[config.mk]
export PLATFORM = sky130hd
export DESIGN_NAME = led_blink_ctrl_flat
export DESIGN_NICKNAME = d
export VERILOG_FILES = /design/src/rtl/led_blink_if.sv /design/src/rtl/led_blink_ctrl.sv /design/src/flat_wrapper.sv
export SDC_FILE = /design/constraint.sdc
export NUM_CORES = 1
export LEC_CHECK = 0
export ABC_AREA = 1
export CELL_PAD_IN_SITES_DETAIL_PLACEMENT = 1
export CELL_PAD_IN_SITES_GLOBAL_PLACEMENT = 2
export CORE_ASPECT_RATIO = 1.4
export CORE_MARGIN = 10
export CORE_UTILIZATION = 33
export CTS_CLUSTER_SIZE = 30
export DETAILED_ROUTE_END_ITERATION = 10
export GPL_ROUTABILITY_DRIVEN = 0
export PLACE_DENSITY = 0.78
export SYNTH_ARGS = -nofsm -noshare
export SYNTH_HDL_FRONTEND = slang
export SYNTH_SLANG_ARGS = --single-unit
[constraint.sdc]
create_clock -name clk -period 2.7 [get_ports clk]
set_input_delay 0.27 -clock clk [delete_from_list [all_inputs] [get_ports clk]]
set_output_delay 0.27 -clock clk [all_outputs]
set_load 0.005 [all_outputs]
[src/rtl/led_blink_if.sv]
// Purpose: pin bundle between the board button/LED and the blink controller.
// Signals:
//   btn_in     - raw asynchronous push-button, active-high
//   led_out    - registered LED drive
//   mode_o     - selected blink mode (0 off, 1 slow, 2 fast, 3 on)
//   long_pulse - one-cycle pulse when a hold becomes long
//   btn_db     - debounced button level
// Modports: slave = controller side, master = board/stimulus side.
interface led_blink_if;
  logic       btn_in;
  logic       led_out;
  logic [1:0] mode_o;
  logic       long_pulse;
  logic       btn_db;

  modport slave (
    input  btn_in,
    output led_out,
    output mode_o,
    output long_pulse,
    output btn_db
  );

  modport master (
    output btn_in,
    input  led_out,
    input  mode_o,
    input  long_pulse,
    input  btn_db
  );
endinterface

[src/rtl/led_blink_ctrl.sv]
// Purpose: button-driven LED blink controller. Synchronises and debounces a raw
// push-button, classifies presses as short or long, cycles the blink mode on
// each short press and forces fast blink while a press is held long.
// Ports:
//   clk   - single clock, all logic on posedge
//   reset - asynchronous active-high reset
//   bus   - led_blink_if.slave: btn_in in; led_out, mode_o, long_pulse, btn_db out
module led_blink_ctrl #(
  parameter int unsigned CNT_W           = 32,
  parameter int unsigned SLOW_BIT        = 30,
  parameter int unsigned FAST_BIT        = 29,
  parameter int unsigned DEBOUNCE_CYCLES = 1250000,
  parameter int unsigned LONG_CYCLES     = 125000000
) (
  input logic         clk,
  input logic         reset,
  led_blink_if.slave  bus
);

  localparam int unsigned DB_W   = (DEBOUNCE_CYCLES > 2) ? $clog2(DEBOUNCE_CYCLES) : 1;
  localparam int unsigned HOLD_W = (LONG_CYCLES > 2) ? $clog2(LONG_CYCLES) : 1;
  localparam logic [DB_W-1:0]   DB_LAST   = DB_W'(DEBOUNCE_CYCLES - 1);
  localparam logic [HOLD_W-1:0] HOLD_LAST = HOLD_W'(LONG_CYCLES - 1);

  typedef enum logic [2:0] {
    IDLE      = 3'd0,
    PRESS_DB  = 3'd1,
    HELD      = 3'd2,
    LONG_HELD = 3'd3,
    REL_DB    = 3'd4
  } state_t;

  state_t              state, state_nxt;
  logic [CNT_W-1:0]    counter;
  logic [DB_W-1:0]     db_cnt, db_cnt_nxt;
  logic [HOLD_W-1:0]   hold_cnt, hold_cnt_nxt;
  logic                short_q, short_nxt;
  logic [1:0]          mode_q, mode_nxt;
  logic                long_q, long_nxt;
  logic                btn_db_q, btn_db_nxt;
  logic                led_q, led_nxt;
  logic                sync1, btn_s;
  logic                override;

  // Two-flop synchroniser for the raw button
  always_ff @(posedge clk or posedge reset) begin
    if (reset) begin
      sync1 <= 1'b0;
      btn_s <= 1'b0;
    end else begin
      sync1 <= bus.btn_in;
      btn_s <= sync1;
    end
  end

  // Free-running blink counter, wraps naturally
  always_ff @(posedge clk or posedge reset) begin
    if (reset) counter <= '0;
    else       counter <= counter + CNT_W'(1);
  end

  // State and datapath registers
  always_ff @(posedge clk or posedge reset) begin
    if (reset) begin
      state    <= IDLE;
      db_cnt   <= '0;
      hold_cnt <= '0;
      short_q  <= 1'b0;
      mode_q   <= 2'd1;
      long_q   <= 1'b0;
      btn_db_q <= 1'b0;
      led_q    <= 1'b0;
    end else begin
      state    <= state_nxt;
      db_cnt   <= db_cnt_nxt;
      hold_cnt <= hold_cnt_nxt;
      short_q  <= short_nxt;
      mode_q   <= mode_nxt;
      long_q   <= long_nxt;
      btn_db_q <= btn_db_nxt;
      led_q    <= led_nxt;
    end
  end

  // Press classification FSM
  always_comb begin
    state_nxt    = state;
    db_cnt_nxt   = db_cnt;
    hold_cnt_nxt = hold_cnt;
    short_nxt    = short_q;
    mode_nxt     = mode_q;
    long_nxt     = 1'b0;
    case (state)
      IDLE: begin
        if (btn_s) begin
          state_nxt  = PRESS_DB;
          db_cnt_nxt = '0;
        end
      end
      PRESS_DB: begin
        if (!btn_s) begin
          state_nxt = IDLE;
        end else if (db_cnt == DB_LAST) begin
          state_nxt    = HELD;
          hold_cnt_nxt = '0;
        end else begin
          db_cnt_nxt = db_cnt + DB_W'(1);
        end
      end
      HELD: begin
        if (!btn_s) begin
          state_nxt  = REL_DB;
          short_nxt  = 1'b1;
          db_cnt_nxt = '0;
        end else if (hold_cnt == HOLD_LAST) begin
          state_nxt = LONG_HELD;
          long_nxt  = 1'b1;
        end else begin
          hold_cnt_nxt = hold_cnt + HOLD_W'(1);
        end
      end
      LONG_HELD: begin
        if (!btn_s) begin
          state_nxt  = REL_DB;
          short_nxt  = 1'b0;
          db_cnt_nxt = '0;
        end
      end
      REL_DB: begin
        // A bounce back to pressed resumes the same hold; hold_cnt is kept
        if (btn_s) begin
          state_nxt = short_q ? HELD : LONG_HELD;
        end else if (db_cnt == DB_LAST) begin
          state_nxt = IDLE;
          if (short_q) mode_nxt = mode_q + 2'd1;
        end else begin
          db_cnt_nxt = db_cnt + DB_W'(1);
        end
      end
      default: state_nxt = IDLE;
    endcase
    // Registered from next state so btn_db lines up exactly with the state
    btn_db_nxt = (state_nxt == HELD) || (state_nxt == LONG_HELD) || (state_nxt == REL_DB);
  end

  // LED source select; long holds force fast blink until the release settles
  always_comb begin
    override = (state == LONG_HELD) || ((state == REL_DB) && !short_q);
    led_nxt  = 1'b0;
    if (override) begin
      led_nxt = counter[FAST_BIT];
    end else begin
      case (mode_q)
        2'd0:    led_nxt = 1'b0;
        2'd1:    led_nxt = counter[SLOW_BIT];
        2'd2:    led_nxt = counter[FAST_BIT];
        default: led_nxt = 1'b1;
      endcase
    end
  end

  assign bus.led_out    = led_q;
  assign bus.mode_o     = mode_q;
  assign bus.long_pulse = long_q;
  assign bus.btn_db     = btn_db_q;

endmodule

[src/flat_wrapper.sv]
// flat-port wrapper written by rule: the top's interface ports become plain ports
module led_blink_ctrl_flat 
#(
  parameter int unsigned CNT_W           = 32,
  parameter int unsigned SLOW_BIT        = 30,
  parameter int unsigned FAST_BIT        = 29,
  parameter int unsigned DEBOUNCE_CYCLES = 1250000,
  parameter int unsigned LONG_CYCLES     = 125000000
)
  (clk, reset, bus_btn_in, bus_led_out, bus_mode_o, bus_long_pulse, bus_btn_db);
  led_blink_if bus_i ();
  input logic clk;
  input logic reset;
  input wire logic [$bits(bus_i.btn_in)-1:0] bus_btn_in;
  output wire logic [$bits(bus_i.led_out)-1:0] bus_led_out;
  output wire logic [$bits(bus_i.mode_o)-1:0] bus_mode_o;
  output wire logic [$bits(bus_i.long_pulse)-1:0] bus_long_pulse;
  output wire logic [$bits(bus_i.btn_db)-1:0] bus_btn_db;
  assign bus_i.btn_in = bus_btn_in;
  assign bus_led_out = bus_i.led_out;
  assign bus_mode_o = bus_i.mode_o;
  assign bus_long_pulse = bus_i.long_pulse;
  assign bus_btn_db = bus_i.btn_db;
  led_blink_ctrl #(.CNT_W(CNT_W), .SLOW_BIT(SLOW_BIT), .FAST_BIT(FAST_BIT), .DEBOUNCE_CYCLES(DEBOUNCE_CYCLES), .LONG_CYCLES(LONG_CYCLES)) u_core (.clk(clk), .reset(reset), .bus(bus_i));
endmodule
==> results.toml, run 1 <==
[routing]
wl_microns = 15200
viasPerCell = 4.90
wl_per_cell_microns = 15.0
drt_iter0_drc = 141
drc = 0
firstDrtPassIters = 4
vias = 4965
ant_nets = 0

[logic_synthesis]
syn_nets = 804
yosysMostFrequentCell = "nand2_1"
synth_top_area_share_pct = 40.2
synthesis.area_sq_um = 5530
ys_seq_area_share_pct = 40.7
synth_common_cells = "nand2_1, nor2_1, dfrtp_1"
synth.area.top_cells = "dfrtp_1, nand2_1, nor2_1"
synth_flop_cell = "dfrtp_1"
synthArstFlopShare_pct = 100
yosys_register_bits = 90
synth_mux_area_share_pct = 0
synth-xor-area-share_pct = 8.39
yosys_warnings = 0
synthDistinctLibCells = 32
synth_top_family_by_area = "simple AND/OR/NAND/NOR gates"
synth_top_area_cell = "dfrtp_1"
avgSynthCellArea_sq_um = 6.96
synth_compound_area_share_pct = 2.96
synthSimpleGateAreaFrac_pct = 40.5
synthAdderAreaFrac_pct = 1.36
synth_edf_count = 0
syn_inst = 795

[sta]
rsz0062_at_grt = "false"
finalSetupViolCount = 0
clock.fmax_ghz = 0.465
setup_ws_ns = 0.549
slew_viol_final = 0
relSlewSlack_pct = 63.3
finalCritPeriodShare_pct = 79.7
hold_viol = 0
period_needed_ns = 2.15
finClkSkew_ns = 0.00908
tns_ns = 0
worst_slew_pin_slew_ns = 0.549

[setup_path]
cp_common_cell = "nand2_1"
path_cells = "ha_1, inv_2, nor2_4, nand2_2, nor2_1, nand2_1, nand2_1, nand2_1, nand2_2, nand2_1, nand2_1"
required_ns = 2.98
r2r_end = "u_core.hold_cnt[2]"
worst_setup_path_end_kind = "flop"
crit_fanout = 27
critical_path_arrival_ns = 2.43
r2r_start = "u_core.hold_cnt[0]"
cp_top_family = "simple AND/OR/NAND/NOR gates"
crit_type = "reg2reg"
crit_path_max_incr_delay_ns = 0.45
reg2regPathDepth = 11
start_kind = "flop"
r2r_slack_ns = 0.55
cp_num_buf_inv = 1
cpMaxStageDelayCell = "dfrtp_1"

[cells_and_area]
final_net_count = 815
nFillCells = 2085
multi_input_area_sq_um = 2950
drive_gt1_share_pct = 5.67
num_antenna_cells = 0
area_delta_synth_final_pct = 10.7
seq_area_sq_um = 2250

[clocking]
cts_resized = 0
cts_setup_buffers = 0
cts_root_buf = "clkbuf_16"
clockBufferDepth = 2
cts_hold_buf = 0
clk_pin_slew_ns = 0.08
clkSinkCount = 90
numCtsBuffers = 9
htree_levels = 3
cts_tree = "yes"
insertion_delay_ns = 0.35

[power]
power_density_nw_per_um2 = 457
vdd_drop_max_mv = 0.251
p_leak_nw = 2.62

[job]
max_cap_viol_count = 0

[global_route]
grt_max_degree = 60
first_global_vias = 5425
grt_overflow_total = 0
grt_pass1_wl_microns = 26800
antenna_found_initial = 0
grt_usage_pct = 14.6

[die]
initial_core_util_pct = 33.3
die_w_microns = 129
die_area_sq_um = 22400
core_area_sq_um = 16600
die_y_microns = 173
io_pins = 8
row_count = 56

[outcome]
outcome = "completed"

[placement]
io_buffers = 7
pre_cts_ws_ns = 0.527
hpwlAfterDp_microns = 11700

[hold_path]
worstHoldPathType = "in2async"
-- registers in the layout, summed over array words and instances (netlist names) --
name                   flops
u_core.btn_s               1
u_core.bus.led_out         1
u_core.bus.long_pulse      1
u_core.counter            31
u_core.bus.btn_db          1
u_core.bus.mode_o          2
u_core.short_q             1
u_core.sync1               1
u_core.state               3
u_core.hold_cnt           27
u_core.db_cnt             21
-- through the flow --
step / utilization, % / power (mW) / instance area, sq um / std cells / hold slack, ns
finish: 36.9 / 2.80 / 6130 / 1014 / 0.277
global route: 36.9 / 2.92 / 6130 / 1014 / 0.312
CTS: 36.9 / 2.84 / 6130 / 1014 / 0.289
detailed placement: 35.1 / 1.57 / 5830 / 998 / 0.362
global placement: 35.1 / 1.56 / 5830 / 998 / 0.340
floorplan: - / 1.52 / 5530 / 795 / 0.301
-- layout by cell type, fill, tap and decap left out, types with 2 or more instances in the layout --
master / Yosys / routed
nand4_1: 10 / 10
nor3b_1: 3 / 3
nor2_1: 146 / 146
clkdlybuf4s50_1: 0 / 7
nand3_4: 2 / 2
xor2_1: 34 / 34
o21bai_1: 2 / 2
a21oi_1: 2 / 2
inv_8: 0 / 2
inv_1: 60 / 59
clkbuf_16: 0 / 9
nor2_4: 5 / 5
nor3_1: 11 / 11
nand3b_1: 4 / 4
nand2_2: 5 / 5
nand2_1: 297 / 297
buf_4: 3 / 4
o21ai_0: 13 / 13
ha_1: 6 / 6
nand3_1: 53 / 53
inv_2: 7 / 7
xnor2_1: 19 / 19
dfrtp_1: 89 / 89
o21ai_1: 8 / 8
clkinv_4: 0 / 2
-- how the worst max path moves through the flow --
stage,endpoint,cells past startpoint,start
final,u_core.hold_cnt[2],11,u_core.hold_cnt[0]
after global routing,u_core.hold_cnt[19],11,u_core.hold_cnt[0]
after CTS,u_core.hold_cnt[2],11,u_core.hold_cnt[0]
after detailed placement,u_core.hold_cnt[2],11,u_core.hold_cnt[0]
after global placement,u_core.hold_cnt[26],11,u_core.hold_cnt[0]
after floorplan,u_core.btn_s,1,reset
-- logic make-up after synthesis --
kind of cell | Yosys count
AO/OA/AOI/OAI | 28
flip-flops | 90
adder cells (fa/ha/maj) | 6
buffers and inverters | 79
XOR/XNOR | 53
AND/OR/NAND/NOR | 539
-- routing by layer --
layer  vias to the layer above  wire length [microns]  global-route usage, %
met5                         -                      0                      0
li1                       2485                      -                      -
met4                         0                    235                   4.70
met3                        16                    190                   1.81
met1                      2433                   6340                   16.3
met2                        31                   8450                   27.6
-- worst register-to-register path: cells and delay by family (launching register included) --
family,cells,cell delay (ns)
adder cells (fa/ha/maj),1,0.28
buffers and inverters,1,0.08
flip-flops,1,0.45
AND/OR/NAND/NOR,9,1.28
-- cell type report --
cell class                      count  share of cell area [%]
Tap cell                          203                    4.15
Inverter                           67                    4.15
Clock buffer                        9                    3.68
Timing Repair Buffer               12                    1.96
Clock inverter                      7                    1.18
Multi-Input combinational cell    626                    48.1
Sequential cell                    90                    36.8
-- where the power goes --
group / leakage, nW / switching [mW] / total [mW] / internal [mW]
Combinational: 1.25 / 0.117 / 0.157 / 0.0397
Sequential: 1.23 / 0.0180 / 1.38 / 1.36
Clock: 0.143 / 0.612 / 1.26 / 0.653
Power figures use the tool's default switching activity.
==> inputs of run 2 (changes only) <==
CORE_UTILIZATION = 36   (was 33)
PLACE_DENSITY = 0.81   (was 0.78)
clock period = 2 ns   (was 2.7 ns; I/O delays follow)
==> results.toml, run 2 (same netlist as run 1, synthesis figures left out) <==
[clocking]
clk_pin_slew_ns = 0.07
cts_tree = "yes"
htree_levels = 3
cts_root_buf = "clkbuf_16"
clkSinkCount = 90
insertion_delay_ns = 0.36
clockBufferDepth = 2
numCtsBuffers = 9

[cells_and_area]
layout_common_cells = "nand2_1, nor2_1, dfrtp_1, inv_1, nand3_1"
final_common_cell = "nand2_1"
largest_register_ffs = 31
regMostFlops = "u_core.counter"
largestRegisters = "u_core.counter: 31 flops, u_core.hold_cnt: 27 flops, u_core.db_cnt: 21 flops"
final_net_count = 823
area_delta_synth_final_pct = 12.1
drive_gt1_share_pct = 7.08
num_antenna_cells = 0

[sta]
rsz0062_at_grt = "false"
period_needed_ns = 1.78
clock.fmax_ghz = 0.563
tns_ns = 0
finClkSkew_ns = 0.0144
hold_viol = 0
worst_slew_pin_slew_ns = 0.505
hold_ws_ns = 0.274
finalCritPeriodShare_pct = 88.8
relSlewSlack_pct = 66.3
slew_viol_final = 0
finalSetupViolCount = 0

[die]
row_count = 53
io_pins = 8
die_y_microns = 167
core_area_sq_um = 15100
initial_core_util_pct = 36.8
die_area_sq_um = 20800
die_w_microns = 125

[routing]
wl_per_cell_microns = 15.2
firstDrtPassIters = 4
drt_iter0_drc = 217
drc = 0
vias = 5022
wl_microns = 15400
viasPerCell = 4.97
ant_nets = 0

[global_route]
first_global_vias = 5269
grt_overflow_total = 0
grt_pass1_wl_microns = 26200
grt_usage_pct = 15.1
antenna_found_initial = 0
grt_max_degree = 91

[setup_path]
path_cells = "inv_1, o21ai_0, o21ai_0, nand2_1, nand2_1, nand2_1, buf_4, nand3_1, o21ai_0"
start_kind = "flop"
worst_setup_path_end_kind = "flop"
crit_fanout = 19
critical_path_arrival_ns = 2.06
crit_type = "reg2reg"
cpMaxStageDelayCell = "dfrtp_1"
cp_num_buf_inv = 2
crit_path_max_incr_delay_ns = 0.45
required_ns = 2.28
cp_top_family = "buffers and inverters"

[hold_path]
worstHoldPathType = "in2reg"

[placement]
io_buffers = 7
hpwlAfterDp_microns = 11500

[power]
swShare_pct = 27.0
p_leak_nw = 2.66
vdd_drop_max_mv = 0.326
p_sw_mw = 1.03
p_int_mw = 2.77
pwr-share-seq_pct = 49.0
p_clk_share_pct = 44.8
p_comb_share_pct = 6.2
power_density_nw_per_um2 = 612

[outcome]
outcome = "completed"

[job]
max_cap_viol_count = 0
[run 2: changes by cell type in the layout (fill, tap and decap cells not counted), moves of 2 or more]
cell / before / now
inv_8: 2 / 0
clkinvlp_4: 1 / 3
buf_12: 1 / 3
inv_6: 1 / 4
clkinv_4: 2 / 0
buf_4: 4 / 10
[run 2: what timing repair did]
action	4_1_cts	5_1_grt
setup endpoints to repair	0	30
hold buffers	0	0
buffers inserted	0	0
gates resized for setup	0	6
[run 2: final cells by class]
type / count / area [sq um]
Fill cell: 1915 / 8850
Multi-Input combinational cell: 626 / 2960
Sequential cell: 90 / 2250
Inverter: 67 / 258
Tap cell: 192 / 240
Clock buffer: 9 / 225
Timing Repair Buffer: 20 / 205
Clock inverter: 7 / 66.3
[run 2: metrics by stage]
| step | area (sq um) | util [%] | cells | worst slack [ns] | power [mW] |
|---|---|---|---|---|---|
| floorplan | 5540 | - | 795 | 0.308 | 2.05 |
| global placement | 5900 | 39.2 | 995 | 0.0634 | 2.13 |
| detailed placement | 5900 | 39.2 | 995 | 0.0259 | 2.14 |
| CTS | 6190 | 41.1 | 1011 | 0.0161 | 3.87 |
| global route | 6200 | 41.2 | 1011 | 0.0187 | 3.96 |
| finish | 6200 | 41.2 | 1011 | 0.223 | 3.80 |
[run 2: final timing paths]
check | startpoint | end | slack (ns) | cells past startpoint
max in group asynchronous | reset | u_core.bus.mode_o[0] | 1.27 | 3
setup reg to reg | u_core.btn_s | u_core.db_cnt[19] | 0.22 | 9
setup / recovery | u_core.btn_s | u_core.db_cnt[19] | 0.22 | 9
hold reg to reg | u_core.sync1 | u_core.btn_s | 0.37 | 0
hold / removal | bus_btn_in | u_core.sync1 | 0.27 | 1
min in group asynchronous | reset | u_core.counter[15] | 0.34 | 3
[run 2: layer usage]
metal	global-route usage, %	wire [microns]	up-vias	part of all wire (%)
met5	0	0	-	0
met4	7.87	519	0	3.4
met3	1.52	205	31	1.3
met2	28.3	8290	49	54
met1	16.2	6390	2434	41
li1	-	-	2508	-
[run 2: power by group through the flow]
stage	clock (mW)	combinational, mW	sequential, mW
after detailed placement	0	0.243	1.90
after floorplan	0	0.163	1.89
final	1.70	0.235	1.86
after CTS	1.77	0.244	1.86
after global placement	0	0.240	1.89
after global routing	1.83	0.267	1.86
